$ cat src/rtl/dir_cmd_queue_pkg.sv
// Direction codes and repeat-FSM encoding.
// keypad_scanner, dir_cmd_queue and ghost all use these definitions.
package dir_cmd_queue_pkg;

    localparam logic [2:0] DIR_NONE  = 3'd0;
    localparam logic [2:0] DIR_UP    = 3'd1;
    localparam logic [2:0] DIR_DOWN  = 3'd2;
    localparam logic [2:0] DIR_LEFT  = 3'd3;
    localparam logic [2:0] DIR_RIGHT = 3'd4;

    typedef enum logic [1:0] {
        ST_IDLE = 2'd0,
        ST_WAIT = 2'd1,
        ST_RPT  = 2'd2
    } rpt_state_t;

    // Codes above DIR_RIGHT are not real keys; treat them as "no key".
    function automatic logic [2:0] dir_sanitize(input logic [2:0] raw);
        return (raw > DIR_RIGHT) ? DIR_NONE : raw;
    endfunction

endpackage

$ cat src/rtl/dir_fifo.sv
// Small first-word-fall-through queue of direction codes.
// The head entry is presented on dout while the queue is non-empty.
module dir_fifo
    import dir_cmd_queue_pkg::*;
#(
    parameter int DEPTH = 4,
    parameter int AW    = $clog2(DEPTH)
) (
    input  logic          clk,
    input  logic          rst,
    input  logic          push,
    input  logic [2:0]    din,
    input  logic          pop,
    input  logic          clear,
    output logic [2:0]    dout,
    output logic          valid,
    output logic [AW:0]   count,
    output logic          overflow
);

    logic [2:0]    mem_q [DEPTH];
    logic [AW-1:0] wr_ptr_q, wr_ptr_d;
    logic [AW-1:0] rd_ptr_q, rd_ptr_d;
    logic [AW:0]   cnt_q, cnt_d;
    logic          ovf_q, ovf_d;
    logic          full, do_pop, do_push;

    // Pointer/count bookkeeping; a pop on a full queue frees the slot for a same-cycle push.
    always_comb begin
        full     = (cnt_q == (AW+1)'(DEPTH));
        do_pop   = pop && (cnt_q != '0);
        do_push  = push && (!full || do_pop);
        wr_ptr_d = wr_ptr_q;
        rd_ptr_d = rd_ptr_q;
        cnt_d    = cnt_q;
        ovf_d    = 1'b0;
        if (clear) begin
            wr_ptr_d = '0;
            rd_ptr_d = '0;
            cnt_d    = '0;
        end else begin
            if (do_push) wr_ptr_d = wr_ptr_q + 1'b1;
            if (do_pop)  rd_ptr_d = rd_ptr_q + 1'b1;
            if (do_push && !do_pop)      cnt_d = cnt_q + 1'b1;
            else if (!do_push && do_pop) cnt_d = cnt_q - 1'b1;
            ovf_d = push && !do_push;
        end
    end

    // State registers and storage; storage is cleared too so dout never shows stale codes after reset.
    always_ff @(posedge clk or posedge rst) begin
        if (rst) begin
            wr_ptr_q <= '0;
            rd_ptr_q <= '0;
            cnt_q    <= '0;
            ovf_q    <= 1'b0;
            for (int i = 0; i < DEPTH; i++) mem_q[i] <= DIR_NONE;
        end else begin
            wr_ptr_q <= wr_ptr_d;
            rd_ptr_q <= rd_ptr_d;
            cnt_q    <= cnt_d;
            ovf_q    <= ovf_d;
            if (!clear && do_push) mem_q[wr_ptr_q] <= din;
        end
    end

    assign valid    = (cnt_q != '0);
    assign dout     = valid ? mem_q[rd_ptr_q] : DIR_NONE;
    assign count    = cnt_q;
    assign overflow = ovf_q;

endmodule

$ cat src/rtl/dir_cmd_queue.sv
// Keypad direction conditioner: synchronise, debounce, make press and
// auto-repeat events, and queue them for ghost.
//
//  state   | meaning
//  --------+-----------------------------------------------------------
//  ST_IDLE | no key accepted (or hold after clear); no repeats
//  ST_WAIT | key just pushed; counting down the initial repeat delay
//  ST_RPT  | auto-repeating; push every repeat period
module dir_cmd_queue
    import dir_cmd_queue_pkg::*;
#(
    parameter int DEBOUNCE_CYC  = 2000,
    parameter int REPEAT_DELAY  = 40000,
    parameter int REPEAT_PERIOD = 15000,
    parameter int DEPTH         = 4,
    parameter int CNT_W         = 16
) (
    input  logic                     clock_100KHz,
    input  logic                     rst,
    input  logic [2:0]               directions,
    input  logic                     clear,
    input  logic                     pop,
    output logic [2:0]               dir_out,
    output logic                     dir_valid,
    output logic [$clog2(DEPTH):0]   count,
    output logic                     overflow
);

    localparam logic [CNT_W-1:0] DB_LAST   = CNT_W'(DEBOUNCE_CYC - 1);
    localparam logic [CNT_W-1:0] RD_LOAD   = CNT_W'(REPEAT_DELAY - 1);
    localparam logic [CNT_W-1:0] RP_LOAD   = CNT_W'(REPEAT_PERIOD - 1);

    logic [2:0]       sync1_q, sync2_q;
    logic [2:0]       code_n, code_s;
    logic [CNT_W-1:0] db_cnt_q, db_cnt_d;
    logic [2:0]       acc_q, acc_d;
    logic             stable, accept;
    rpt_state_t       state_q, state_d;
    logic [CNT_W-1:0] rpt_cnt_q, rpt_cnt_d;
    logic             hold_q, hold_d;
    logic             push_req;
    logic [2:0]       push_code;

    // Debounce: the change is seen one stage early (sync1 vs sync2) so the
    // raw-to-accept latency is DEBOUNCE_CYC+2 edges.
    always_comb begin
        code_n   = dir_sanitize(sync1_q);
        code_s   = dir_sanitize(sync2_q);
        stable   = (code_n == code_s);
        accept   = stable && (db_cnt_q == DB_LAST) && (code_s != acc_q);
        db_cnt_d = db_cnt_q;
        if (!stable)                db_cnt_d = '0;
        else if (db_cnt_q != DB_LAST) db_cnt_d = db_cnt_q + 1'b1;
        acc_d    = accept ? code_s : acc_q;
        hold_d   = clear ? 1'b1 : ((acc_d == DIR_NONE) ? 1'b0 : hold_q);
    end

    // Repeat FSM next state and push generation; a code change always wins over a repeat tick.
    always_comb begin
        state_d   = state_q;
        rpt_cnt_d = rpt_cnt_q;
        push_req  = 1'b0;
        push_code = acc_q;
        if (clear || hold_q) begin
            state_d   = ST_IDLE;
            rpt_cnt_d = '0;
        end else if (accept) begin
            if (code_s != DIR_NONE) begin
                push_req  = 1'b1;
                push_code = code_s;
                state_d   = ST_WAIT;
                rpt_cnt_d = RD_LOAD;
            end else begin
                state_d   = ST_IDLE;
                rpt_cnt_d = '0;
            end
        end else begin
            case (state_q)
                ST_WAIT, ST_RPT: begin
                    if (rpt_cnt_q == '0) begin
                        push_req  = 1'b1;
                        state_d   = ST_RPT;
                        rpt_cnt_d = RP_LOAD;
                    end else begin
                        rpt_cnt_d = rpt_cnt_q - 1'b1;
                    end
                end
                default: ;
            endcase
        end
    end

    // Synchroniser, debounce, accepted code, hold flag and repeat FSM registers.
    always_ff @(posedge clock_100KHz or posedge rst) begin
        if (rst) begin
            sync1_q   <= DIR_NONE;
            sync2_q   <= DIR_NONE;
            db_cnt_q  <= '0;
            acc_q     <= DIR_NONE;
            hold_q    <= 1'b0;
            state_q   <= ST_IDLE;
            rpt_cnt_q <= '0;
        end else begin
            sync1_q   <= directions;
            sync2_q   <= sync1_q;
            db_cnt_q  <= db_cnt_d;
            acc_q     <= acc_d;
            hold_q    <= hold_d;
            state_q   <= state_d;
            rpt_cnt_q <= rpt_cnt_d;
        end
    end

    dir_fifo #(.DEPTH(DEPTH)) u_fifo (
        .clk      (clock_100KHz),
        .rst      (rst),
        .push     (push_req),
        .din      (push_code),
        .pop      (pop),
        .clear    (clear),
        .dout     (dir_out),
        .valid    (dir_valid),
        .count    (count),
        .overflow (overflow)
    );

endmodule
$ cat config.mk
export PLATFORM = sky130hd
export DESIGN_NAME = dir_cmd_queue
export DESIGN_NICKNAME = d
export VERILOG_FILES = /design/src/rtl/dir_cmd_queue_pkg.sv /design/src/rtl/dir_fifo.sv /design/src/rtl/dir_cmd_queue.sv
export SDC_FILE = /design/constraint.sdc
export NUM_CORES = 1
export LEC_CHECK = 0
export BUFFER_PORTS_ARGS = -buffer_cell sky130_fd_sc_hd__buf_2
export CORE_ASPECT_RATIO = 0.75
export CORE_MARGIN = 3
export CORE_UTILIZATION = 65
export DETAILED_ROUTE_END_ITERATION = 8
export PLACE_DENSITY = 0.83
export SETUP_SLACK_MARGIN = 0.02
export SKIP_LAST_GASP = 1
export SLEW_MARGIN = 10
export SYNTH_ARGS = -nofsm -noshare
export SYNTH_HDL_FRONTEND = slang
export SYNTH_SLANG_ARGS = --single-unit
$ cat constraint.sdc
create_clock -name clock_100KHz -period 5.9 [get_ports clock_100KHz]
set_clock_uncertainty 0.1 [all_clocks]
set_input_delay 0.295 -clock clock_100KHz [delete_from_list [all_inputs] [get_ports clock_100KHz]]
set_output_delay 0.295 -clock clock_100KHz [all_outputs]
set_load 0.1 [all_outputs]
==> results of run 1 <==
-- logic make-up after synthesis --
logic type / after synthesis / synth area share
compound gates: 79 / 0.1595
buf+inv: 22 / 0.02601
fa+ha+maj: 8 / 0.02943
xor+xnor: 26 / 0.06229
mux: 16 / 0.05818
flops: 64 / 0.4381
simple gates: 152 / 0.2266
-- routing by layer --
metal | part of all wire | up-vias | global-route usage
met2 | 0.44 | 122 | 0.3794
met4 | 0.019 | 0 | 0.1005
met1 | 0.46 | 1463 | 0.3972
met3 | 0.080 | 18 | 0.07439
li1 | - | 1375 | -
met5 | 0 | - | 0
-- worst max-delay path by stage --
| stage | slack [ns] | to | cells after the start |
|---|---|---|---|
| floorplan | 2.34 | u_fifo.count[2] | 10 |
| global placement | 2.50 | u_fifo.count[2] | 12 |
| detailed placement | 2.38 | u_fifo.count[2] | 12 |
| CTS | 2.36 | u_fifo.count[2] | 12 |
| global route | 2.10 | u_fifo.count[2] | 12 |
| finish | 2.31 | u_fifo.count[2] | 12 |
-- sequential cells by signal (all words and copies together), names as in the netlist --
signal	flops
acc_q	3
db_cnt_q	16
hold_q	1
rpt_cnt_q	16
state_q	2
sync1_q	3
sync2_q	3
u_fifo.count	3
u_fifo.mem_q	12
u_fifo.overflow	1
u_fifo.rd_ptr_q	2
u_fifo.wr_ptr_q	2
-- worst max-delay path, delay by kind of cell, from the launching register on --
family / cells / cell delay [ns]
buffers and inverters: 2 / 0.35
adders and majority gates: 1 / 0.44
and+or+nand+nor: 4 / 0.69
DFF: 1 / 0.51
AOI/OAI and AO/OA: 5 / 1.40
-- final cells by class --
class / count / area, um^2
tap: 72 / 90.09
clock inverter: 3 / 40.04
timing repair buffer: 19 / 115.1
inverter: 12 / 45.04
sequential: 64 / 1602
clock buffer: 13 / 158.9
multi-input combinational: 281 / 1959
fill: 341 / 1137
-- synth_stat cells, types with 3 or more instances --
cell	count
sky130_fd_sc_hd__dfrtp_1	64
sky130_fd_sc_hd__nor2_1	41
sky130_fd_sc_hd__nand2_1	30
sky130_fd_sc_hd__a21oi_1	17
sky130_fd_sc_hd__o21ai_0	14
sky130_fd_sc_hd__xnor2_1	13
sky130_fd_sc_hd__xor2_1	13
sky130_fd_sc_hd__inv_1	12
sky130_fd_sc_hd__mux2_1	12
sky130_fd_sc_hd__nand3_1	11
sky130_fd_sc_hd__or3_1	10
sky130_fd_sc_hd__nor3_1	9
sky130_fd_sc_hd__ha_1	7
sky130_fd_sc_hd__o211ai_1	6
sky130_fd_sc_hd__a31oi_1	5
sky130_fd_sc_hd__and2_1	5
sky130_fd_sc_hd__and3_1	5
sky130_fd_sc_hd__nand2b_1	5
sky130_fd_sc_hd__nor4_1	5
sky130_fd_sc_hd__a21o_1	4
sky130_fd_sc_hd__a311oi_1	4
sky130_fd_sc_hd__buf_2	4
sky130_fd_sc_hd__clkbuf_1	4
sky130_fd_sc_hd__nand2_2	4
sky130_fd_sc_hd__o31ai_1	4
sky130_fd_sc_hd__or2_2	4
sky130_fd_sc_hd__or4_1	4
sky130_fd_sc_hd__mux4_2	3
sky130_fd_sc_hd__nand4_1	3
-- repair_timing --
action | in CTS | in global routing
setup endpoints to repair | 0 | 0
hold endpoints to repair | 3 | 0
hold buffers | 3 | 0
-- power groups by stage --
stage                     sequential (mW)  clock (mW)  combinational [mW]
after floorplan                     0.521           0               0.163
after global placement              0.485           0               0.241
after detailed placement            0.486           0               0.247
after CTS                           0.478       0.389               0.252
after global routing                0.482       0.405               0.271
final                               0.479       0.382               0.253
-- stage by stage --
| step | instances | worst slack, ns | utilization |
|---|---|---|---|
| after floorplan | 367 | 2.337 | - |
| after global placement | 445 | 2.504 | 0.7346 |
| after detailed placement | 445 | 2.380 | 0.7346 |
| after CTS | 464 | 2.357 | 0.7790 |
| after global routing | 464 | 2.099 | 0.7790 |
| final | 464 | 2.308 | 0.7790 |
==> key figures, run 1 <==
Outcome
  – Run status: completed

Place
  – Placement Cell Area: 3781 um^2
  – Input/output buffers: 14
  – GPL Wtd Cong: 0.8881
  – Half-perimeter wire length after placement: ~5700 um

Final layout
  – Top library cells by usage in the layout, fill and taps aside: sky130_fd_sc_hd__dfrtp_1, sky130_fd_sc_hd__nor2_1, sky130_fd_sc_hd__nand2_1, sky130_fd_sc_hd__a21oi_1
  – Most common cell after layout, fill and taps aside: sky130_fd_sc_hd__dfrtp_1
  – Diodes inserted: 0
  – Fraction of layout cells with a size suffix above 1: 0.1556
  – Relative area change from synthesis to final layout: 9.685%
  – Post-route cell area: 4010 um^2
  – Post-layout net count: approximately 400

Synthesis
  – Number of synthesis warnings: 0
  – Top cell type's share of synthesized area: 0.4381
  – Flip-flop cell with the highest count after synthesis: sky130_fd_sc_hd__dfrtp_1
  – Mapped Nets: about 380
  – Synth Area per Inst: between 9 and 10 um^2
  – Post-synth cell types: 66
  – Count of flip-flops with a built-in enable after synthesis: 0
  – Synth top area cells: sky130_fd_sc_hd__dfrtp_1, sky130_fd_sc_hd__nor2_1, sky130_fd_sc_hd__mux2_1
  – Instance count of the mapped netlist: between 300 and 400
  – Sequential fraction of the synthesis area: 0.4381
  – Proportion of register bits with asynchronous set or reset after synthesis: 1.000
  – Number of storage elements in the synthesis netlist: 64
  – Area of the mapped netlist: 3656 um^2
  – Cell taking the most area after synthesis: sky130_fd_sc_hd__dfrtp_1

Timing
  – Portion of the clock cycle consumed by the worst path in the final layout: 0.6088
  – Actual transition at the worst max-transition pin: about 0.94 ns
  – Clock period minus final worst setup slack: 3.592 ns
  – Post-route setup TNS: 0 ns
  – Worst hold slack after final layout: 0.07966 ns
  – Timing-limited maximum frequency: between 0.2 and 0.3 GHz
  – Slew HR: 0.3701
  – Setup-violating endpoint count in the final report: 0
  – Unrepaired setup endpoints after global routing: false
  – Max-slew violation count: 0
  – Total count of hold-check failures in the final report: 0

Die
  – Starting Density: 0.7103
  – Die X: 92.60 um
  – Die extent in y: 70.95 um
  – Full die area: 6570 um^2
  – Number of placement rows: 22
  – Area inside the core boundary: 5147 um^2
  – Count of pins on the block boundary: 15

Clocking
  – Clock transition time at the flip-flop clock pins of the worst setup and hold paths: 0.07 ns
  – Number of H-tree levels: 3
  – Largest buffer count on any clock path: 2
  – Number of buffers inserted by post-CTS setup repair: 0
  – Sink count of the clock tree: 64
  – Number of gates resized after cts: 0
  – Inserted Clock Buffers: 9
  – Clock tree from TritonCTS: yes
  – Clock root cell: sky130_fd_sc_hd__clkbuf_8
  – Clock Latency Late Sink: 0.35 ns

Pwr
  – Leakage power total: between 1.5 and 2 nW
  – Switching share of power: 0.3374
  – Power share of the clock group: 0.343
  – Combinational fraction of design power: 0.227
  – Net Sw Power: 0.3758 mW
  – Internal Power: 0.7379 mW
  – Pwr/cell area: about 280 nW/um^2
  – Overall power of the completed layout: 1.114 mW
  – Worst voltage drop across the vdd grid: 0.2573 mV
  – Part of the total power dissipated in sequential elements: 0.430

Detailed routing
  – Antenna Nets Post-Route: 0
  – Number of vias per cell after detailed routing: 6.418
  – Final WL: 8111 um
  – Avg WL per Cell: 17.48 um
  – Initial DRC count: 263
  – Detailed-routing iteration count for the pre-antenna-repair pass: 7
  – Number of DRC violations after detailed routing: 0
  – Via count: 2978

Setup path
  – Critical path startpoint category: flip-flop
  – CP cell instances: or2_2, o41ai_2, o32ai_2, buf_4, o311a_1, o211ai_1, inv_1, fa_1, nor2_1, nand2_1, a211oi_1, nor3_1
  – CP max stage cell: sky130_fd_sc_hd__dfrtp_1
  – Launch point of the critical path: sync2_q[0]
  – Critical-path maximum fanout: 23
  – Worst setup EP type: flip-flop
  – Largest incremental delay on the critical path: 0.51 ns
  – Worst r2r dst: u_fifo.count[2]
  – Path type of the worst setup path: flip-flop to flip-flop
  – Number of cells traversed by the worst register-to-register path: 12
  – Worst R2R Start: sync2_q[0]
  – Arrival @ worst endpoint: 3.72 ns
  – Worst EP required: 6.03 ns
  – FF-to-FF setup slack: 2.31 ns

Worst hold path
  – Path class of the lowest-slack min-delay path: input pin to async pin

GRT
  – Congestion Overflow GR: 0
  – Maximum number of pins on one net before global-route repair: between 60 and 70
  – Antenna violations before repair: 0
  – Gr usage total: 0.2689
  – Number of global-route vias before repair: approximately 2800
  – Wire length of the first global-routing pass: 13760 um

Job
  – Max Cap Violations: 0
Power figures use the tool's default switching activity.
==> run 2, diff against run 1 <==
--- a/config.mk
+++ b/config.mk
@@ -8,9 +8,9 @@
 export BUFFER_PORTS_ARGS = -buffer_cell sky130_fd_sc_hd__buf_2
 export CORE_ASPECT_RATIO = 0.75
 export CORE_MARGIN = 3
-export CORE_UTILIZATION = 65
+export CORE_UTILIZATION = 56
 export DETAILED_ROUTE_END_ITERATION = 8
-export PLACE_DENSITY = 0.83
+export PLACE_DENSITY = 0.76
 export SETUP_SLACK_MARGIN = 0.02
 export SKIP_LAST_GASP = 1
 export SLEW_MARGIN = 10
==> constraint.sdc (replaced) <==
create_clock -name clock_100KHz -period 3.05 [get_ports clock_100KHz]
set_clock_uncertainty 0.1 [all_clocks]
set_input_delay 0.1525 -clock clock_100KHz [delete_from_list [all_inputs] [get_ports clock_100KHz]]
set_output_delay 0.1525 -clock clock_100KHz [all_outputs]
set_load 0.1 [all_outputs]
==> run 2 against run 1 <==
Against the previous run:
- the flow now finishes with violations (negative setup slack)
- combinational power increased by 130%
- routed wire length increased by 14%
- global-route usage decreased by 1.2 points
- sequential cell count unchanged
- clock power increased by 120%
- sequential share of layout area decreased by 3.6 points
- die area increased by 15%
- total power increased by 110%
- worst hold slack got worse by 0.048 ns
- register-to-register slack got worse by 2.5 ns
- critical path type unchanged
- largest cell class unchanged
==> key figures, run 2 (synthesized netlist as in run 1, its figures left out) <==
Job
  – Max Cap Violations: 0 (unchanged)

Timing
  – Post-route setup TNS: -0.1825 ns (was 0 ns)
  – Setup-violating endpoint count in the final report: 3 (was 0)
  – Max-slew violation count: 0 (unchanged)
  – Total count of hold-check failures in the final report: 0 (unchanged)
  – Clock period minus final worst setup slack: 3.219 ns (was 3.592 ns)
  – Unrepaired setup endpoints after global routing: true (was false)
  – Actual transition at the worst max-transition pin: 0.6531 ns (was 0.9417 ns)
  – Portion of the clock cycle consumed by the worst path in the final layout: 1.055 (was 0.6088)
  – Final worst setup slack: -0.1692 ns (was 2.308 ns)
  – Slew HR: 0.5615 (was 0.3701)
  – Timing-limited maximum frequency: 0.3106 GHz (was 0.2784 GHz)

Final layout
  – Relative area change from synthesis to final layout: 20.57% (was 9.685%)
  – Most common cell after layout, fill and taps aside: sky130_fd_sc_hd__dfrtp_1 (unchanged)
  – Fraction of layout cells with a size suffix above 1: 0.2600 (was 0.1556)
  – Post-layout net count: 437 (was 402)
  – Number of standard cells in the final layout excluding fillers: 505 (was 464)
  – Biggest regs: db_cnt_q (16), rpt_cnt_q (16), u_fifo.mem_q (12) (unchanged)
  – Top library cells by usage in the layout, fill and taps aside: sky130_fd_sc_hd__dfrtp_1, sky130_fd_sc_hd__nor2_1, sky130_fd_sc_hd__buf_4, sky130_fd_sc_hd__nand2_1, sky130_fd_sc_hd__a21oi_1 (was sky130_fd_sc_hd__dfrtp_1, sky130_fd_sc_hd__nor2_1, sky130_fd_sc_hd__nand2_1, sky130_fd_sc_hd__a21oi_1)
  – Diodes inserted: 0 (unchanged)

Setup path
  – Critical-path maximum fanout: 3 (was 23)
  – Critical path startpoint category: flip-flop (unchanged)
  – Worst R2R Start: db_cnt_q[5] (was sync2_q[0])
  – Number of cells traversed by the worst register-to-register path: 10 (was 12)
  – Arrival @ worst endpoint: 3.36 ns (was 3.72 ns)
  – FF-to-FF setup slack: -0.17 ns (was 2.31 ns)
  – Worst r2r dst: u_fifo.count[2] (unchanged)
  – Worst setup EP type: flip-flop (unchanged)
  – Worst EP required: 3.19 ns (was 6.03 ns)
  – Path type of the worst setup path: flip-flop to flip-flop (unchanged)

Clocking
  – Clock Latency Late Sink: 0.35 ns (about the same)
  – Clock root cell: sky130_fd_sc_hd__clkbuf_8 (unchanged)
  – Number of H-tree levels: 3 (unchanged)
  – Sink count of the clock tree: 64 (unchanged)
  – Largest buffer count on any clock path: 2 (unchanged)
  – Inserted Clock Buffers: 9 (unchanged)
  – Clock tree from TritonCTS: yes (unchanged)
  – Clock transition time at the flip-flop clock pins of the worst setup and hold paths: 0.08 ns (was 0.07 ns)

GRT
  – Gr usage total: 0.2572 (was 0.2689)
  – Congestion Overflow GR: 0 (unchanged)
  – Antenna violations before repair: 0 (unchanged)
  – Wire length of the first global-routing pass: 15390 um (was 13760 um)
  – Maximum number of pins on one net before global-route repair: 30 (was 65)
  – Number of global-route vias before repair: 3016 (was 2813)

Detailed routing
  – Final WL: 9243 um (was 8111 um)
  – Number of DRC violations after detailed routing: 0 (unchanged)
  – Detailed-routing iteration count for the pre-antenna-repair pass: 4 (was 7)
  – Initial DRC count: 244 (was 263)
  – Avg WL per Cell: 18.30 um (was 17.48 um)
  – Via count: 3108 (was 2978)
  – Antenna Nets Post-Route: 0 (unchanged)
  – Number of vias per cell after detailed routing: 6.154 (was 6.418)

Pwr
  – Leakage power total: 1.986 nW (was 1.799 nW)
  – Worst voltage drop across the vdd grid: 0.3854 mV (was 0.2573 mV)
  – Pwr/cell area: 534.1 nW/um^2 (was 277.7 nW/um^2)

Die
  – Count of pins on the block boundary: 15 (unchanged)
  – Die extent in y: 75.98 um (was 70.95 um)
  – Die X: 99.30 um (was 92.60 um)
  – Area inside the core boundary: 6066 um^2 (was 5147 um^2)
  – Starting Density: 0.6027 (was 0.7103)
  – Full die area: 7544 um^2 (was 6570 um^2)
  – Number of placement rows: 24 (was 22)

Place
  – Half-perimeter wire length after placement: 6269 um (was 5673 um)
  – GPL Wtd Cong: 0.9531 (was 0.8881)
  – Worst slack, placed: -0.1230 ns (was 2.380 ns)
  – Placed instance count: 479 (was 445)
  – Input/output buffers: 14 (unchanged)

Worst hold path
  – Instance count along the most critical hold path: 2
  – Hold path start: clear
  – Worst-case hold path end point: u_fifo.wr_ptr_q[1]
  – Path class of the lowest-slack min-delay path: input pin to flip-flop (was input pin to async pin)

Outcome
  – Violations in the final reports: negative setup slack
  – Run status: finished with violations (was completed)
## run 2: changes by cell type in the layout (fill, tap and decap cells not counted), sizes merged, moves of 2 or more
cell      delta
clkinv       -2
clkbuf       -4
clkinvlp     +2
inv          +3
buf         +34
## run 2: routing by layer
| metal | global-route usage | vias to the layer above | part of all wire |
|---|---|---|---|
| met2 | 0.3767 | 108 | 0.45 |
| met5 | 0 | - | 0 |
| li1 | - | 1448 | - |
| met4 | 0.05457 | 0 | 0.013 |
| met3 | 0.07045 | 19 | 0.065 |
| met1 | 0.3833 | 1533 | 0.47 |
## run 2: what timing repair did
item,in CTS,in global routing
hold endpoints to repair,30,0
hold buffers,4,0
resized for setup,5,11
pin swaps,10,12
setup endpoints to repair,2,16
setup buffers,6,0
## run 2: power by group
part           internal [mW]  switching, mW
logic                  0.183          0.407
registers              0.878         0.0446
clock network          0.468          0.374
## run 2: worst max-delay path by stage
stage          slack [ns]        start              end
4_1_cts             -0.15  db_cnt_q[5]  u_fifo.count[2]
2_1_floorplan       -0.09  db_cnt_q[4]  u_fifo.count[2]
5_1_grt             -0.26  db_cnt_q[5]  u_fifo.count[2]
3_3_place_gp        -0.04  db_cnt_q[4]  u_fifo.count[2]
6_report            -0.17  db_cnt_q[5]  u_fifo.count[2]
3_5_place_dp        -0.12  db_cnt_q[5]  u_fifo.count[2]
## run 2: per-stage QoR
step / total power, mW / instance area [um^2] / util / hold slack [ns]
2_1_floorplan: 1.339 / 3677 / - / 0.08393
3_3_place_gp: 1.439 / 4020 / 0.6627 / 0.1575
3_5_place_dp: 1.453 / 4020 / 0.6627 / 0.1626
4_1_cts: 2.308 / 4352 / 0.7174 / 0.009994
5_1_grt: 2.445 / 4408 / 0.7267 / 0.01373
6_report: 2.354 / 4408 / 0.7267 / 0.03126
## run 2: critical path: stages, from the launching register on
cell and delay, ns:
sky130_fd_sc_hd__dfrtp_1 0.41, sky130_fd_sc_hd__or4_4 0.53, sky130_fd_sc_hd__or4_4 0.44, sky130_fd_sc_hd__o311a_1 0.31, sky130_fd_sc_hd__o211ai_1 0.30, sky130_fd_sc_hd__inv_1 0.11
sky130_fd_sc_hd__fa_2 0.39, sky130_fd_sc_hd__buf_6 0.14, sky130_fd_sc_hd__a31oi_4 0.15, sky130_fd_sc_hd__o21a_1 0.16, sky130_fd_sc_hd__nor3_2 0.04
## run 2: layout make-up
type	count	area, um^2
Sequential cell	64	1602
Clock buffer	9	123.9
Fill cell	461	1658
Inverter	12	45.04
Clock inverter	7	101.3
Tap cell	78	97.59
Timing Repair Buffer	54	387.9
Multi-Input combinational cell	281	2051
==> run 3, diff against run 2 <==
--- a/config.mk
+++ b/config.mk
@@ -12,7 +12,7 @@
 export DETAILED_ROUTE_END_ITERATION = 8
 export PLACE_DENSITY = 0.76
 export SETUP_SLACK_MARGIN = 0.02
-export SKIP_LAST_GASP = 1
+export SKIP_CTS_REPAIR_TIMING = 1
 export SLEW_MARGIN = 10
 export SYNTH_ARGS = -nofsm -noshare
 export SYNTH_HDL_FRONTEND = slang
==> run 3 against run 2 <==
Against the previous run:
- the flow still finishes with violations (negative setup slack)
- sequential cell count did not move
- critical path depth did not move
- first-iteration DRC count is 13% lower
- non-clock buffer count decreased by 4
- cell area down 1.3%
- critical path type unchanged
- sequential power about the same
- highest routed layer unchanged
- worst hold slack lost 0.011 ns
- final cell count is 0.79% lower
- via count down 1.3%
- largest power group unchanged
==> key figures, run 3 (synthesized netlist as in run 1, its figures left out) <==
Setup path
  – Critical-path maximum fanout: 4 (was 3)
  – Path type of the worst setup path: flip-flop to flip-flop (unchanged)
  – Worst setup EP type: flip-flop (unchanged)
  – Worst R2R Start: db_cnt_q[5] (unchanged)
  – Critical path startpoint category: flip-flop (unchanged)
  – Worst EP required: 3.19 ns (about the same)
  – Arrival @ worst endpoint: 3.37 ns (was 3.36 ns)
  – Launch point of the critical path: db_cnt_q[5] (unchanged)

Final layout
  – Biggest regs: db_cnt_q (16), rpt_cnt_q (16), u_fifo.mem_q (12) (unchanged)
  – Fraction of layout cells with a size suffix above 1: 0.2482 (was 0.2600)
  – Diodes inserted: 0 (unchanged)
  – Relative area change from synthesis to final layout: 19.03% (was 20.57%)
  – Post-layout net count: 433 (was 437)
  – Most common cell after layout, fill and taps aside: sky130_fd_sc_hd__dfrtp_1 (unchanged)
  – Final cell utilization of the core: 0.7174 (was 0.7267)
  – Top library cells by usage in the layout, fill and taps aside: sky130_fd_sc_hd__dfrtp_1, sky130_fd_sc_hd__nor2_1, sky130_fd_sc_hd__buf_4, sky130_fd_sc_hd__nand2_1, sky130_fd_sc_hd__a21oi_1 (unchanged)
  – Post-route cell area: 4352 um^2 (was 4408 um^2)

Timing
  – Setup-violating endpoint count in the final report: 1 (was 3)
  – Actual transition at the worst max-transition pin: 0.6669 ns (was 0.6531 ns)
  – Unrepaired setup endpoints after global routing: true (unchanged)
  – Timing-limited maximum frequency: 0.3095 GHz (was 0.3106 GHz)
  – Post-route setup TNS: -0.1814 ns (was -0.1825 ns)
  – Max-slew violation count: 0 (unchanged)
  – Total count of hold-check failures in the final report: 0 (unchanged)
  – Clock period minus final worst setup slack: 3.231 ns (was 3.219 ns)
  – Final worst setup slack: -0.1814 ns (was -0.1692 ns)
  – Portion of the clock cycle consumed by the worst path in the final layout: 1.059 (was 1.055)
  – Slew HR: 0.5522 (was 0.5615)

Outcome
  – Violations in the final reports: negative setup slack (unchanged)
  – Run status: finished with violations (unchanged)

Detailed routing
  – Number of DRC violations after detailed routing: 0 (unchanged)
  – Initial DRC count: 213 (was 244)
  – Antenna Nets Post-Route: 0 (unchanged)
  – Via count: 3067 (was 3108)
  – Detailed-routing iteration count for the pre-antenna-repair pass: 5 (was 4)
  – Number of vias per cell after detailed routing: 6.122 (was 6.154)
  – Avg WL per Cell: 17.64 um (was 18.30 um)
  – Final WL: 8838 um (was 9243 um)

GRT
  – Number of global-route vias before repair: 2943 (was 3016)
  – Wire length of the first global-routing pass: 14780 um (was 15390 um)
  – Gr usage total: 0.2469 (was 0.2572)
  – Maximum number of pins on one net before global-route repair: 30 (unchanged)
  – Antenna violations before repair: 0 (unchanged)
  – Congestion Overflow GR: 0 (unchanged)

Pwr
  – Worst voltage drop across the vdd grid: 0.3588 mV (was 0.3854 mV)
  – Pwr/cell area: 529.1 nW/um^2 (was 534.1 nW/um^2)
  – Leakage power total: 1.956 nW (was 1.986 nW)
  – Overall power of the completed layout: 2.302 mW (was 2.354 mW)

Clocking
  – Number of H-tree levels: 3 (unchanged)
  – Clock tree from TritonCTS: yes (unchanged)
  – Clock transition time at the flip-flop clock pins of the worst setup and hold paths: 0.08 ns (about the same)
  – Inserted Clock Buffers: 9 (unchanged)
  – Clock Latency Late Sink: 0.35 ns (about the same)
  – Sink count of the clock tree: 64 (unchanged)
  – Clock root cell: sky130_fd_sc_hd__clkbuf_8 (unchanged)
  – Largest buffer count on any clock path: 2 (unchanged)

Place
  – Input/output buffers: 14 (unchanged)
  – Half-perimeter wire length after placement: 6269 um (unchanged)
  – GPL Wtd Cong: 0.9531 (unchanged)
  – Placement Cell Area: 4020 um^2 (unchanged)

Die
  – Number of placement rows: 24 (unchanged)
  – Die X: 99.30 um (unchanged)
  – Count of pins on the block boundary: 15 (unchanged)
  – Die extent in y: 75.98 um (unchanged)
  – Starting Density: 0.6027 (unchanged)
  – Full die area: 7544 um^2 (unchanged)
  – Area inside the core boundary: 6066 um^2 (unchanged)

Worst hold path
  – Hold path start: clear (unchanged)
  – Path class of the lowest-slack min-delay path: input pin to flip-flop (unchanged)

Job
  – Max Cap Violations: 0 (unchanged)
run 3: path summary, 6_finish.rpt:
check / to / slack (ns) / depth (start not counted)
hold / removal: u_fifo.wr_ptr_q[1] / 0.02 / 2
setup reg to reg: u_fifo.count[2] / -0.18 / 10
max in group asynchronous: state_q[1] / 1.75 / 4
hold reg to reg: sync2_q[2] / 0.36 / 0
setup / recovery: u_fifo.count[2] / -0.18 / 10
min in group asynchronous: db_cnt_q[1] / 0.34 / 3
run 3: stage by stage:
step / hold slack (ns) / worst slack [ns] / instances
floorplan: 0.08393 / -0.08557 / 367
finish: 0.02006 / -0.1814 / 501
global route: 0.02035 / -0.2949 / 501
CTS: -0.2096 / -0.2317 / 495
detailed placement: 0.1626 / -0.1230 / 479
global placement: 0.1575 / -0.03819 / 479
run 3: report_power, final:
part,internal (mW),switching (mW)
Combinational,0.162,0.386
Sequential,0.878,0.0423
Clock,0.468,0.366
run 3: worst max-delay path, stage by stage, from the launching register on:
cell and delay (ns):
sky130_fd_sc_hd__dfrtp_1 0.38, sky130_fd_sc_hd__or4_4 0.54, sky130_fd_sc_hd__or4_4 0.44, sky130_fd_sc_hd__o311a_1 0.35, sky130_fd_sc_hd__o211ai_1 0.24, sky130_fd_sc_hd__inv_1 0.10, sky130_fd_sc_hd__fa_2 0.42, sky130_fd_sc_hd__nor2_4 0.15
sky130_fd_sc_hd__nand2_2 0.07, sky130_fd_sc_hd__a211oi_2 0.26, sky130_fd_sc_hd__nor3_2 0.06
run 3: cell type report:
type | instances | area, um^2
Clock buffer | 9 | 123.9
Clock inverter | 7 | 101.3
Fill cell | 472 | 1714
Inverter | 12 | 45.04
Multi-Input combinational cell | 281 | 2032
Sequential cell | 64 | 1602
Tap cell | 78 | 97.59
Timing Repair Buffer | 50 | 350.3
run 3: per-layer routing:
layer  share of wire  track usage  up-vias  wire length [um]
li1                -            -     1438                 -
met1            0.48       0.3751     1518              4256
met2            0.45       0.3532      105              3948
met3           0.064      0.06953        6               567
met4          0.0074      0.05048        0                65
met5               0            0        -                 0
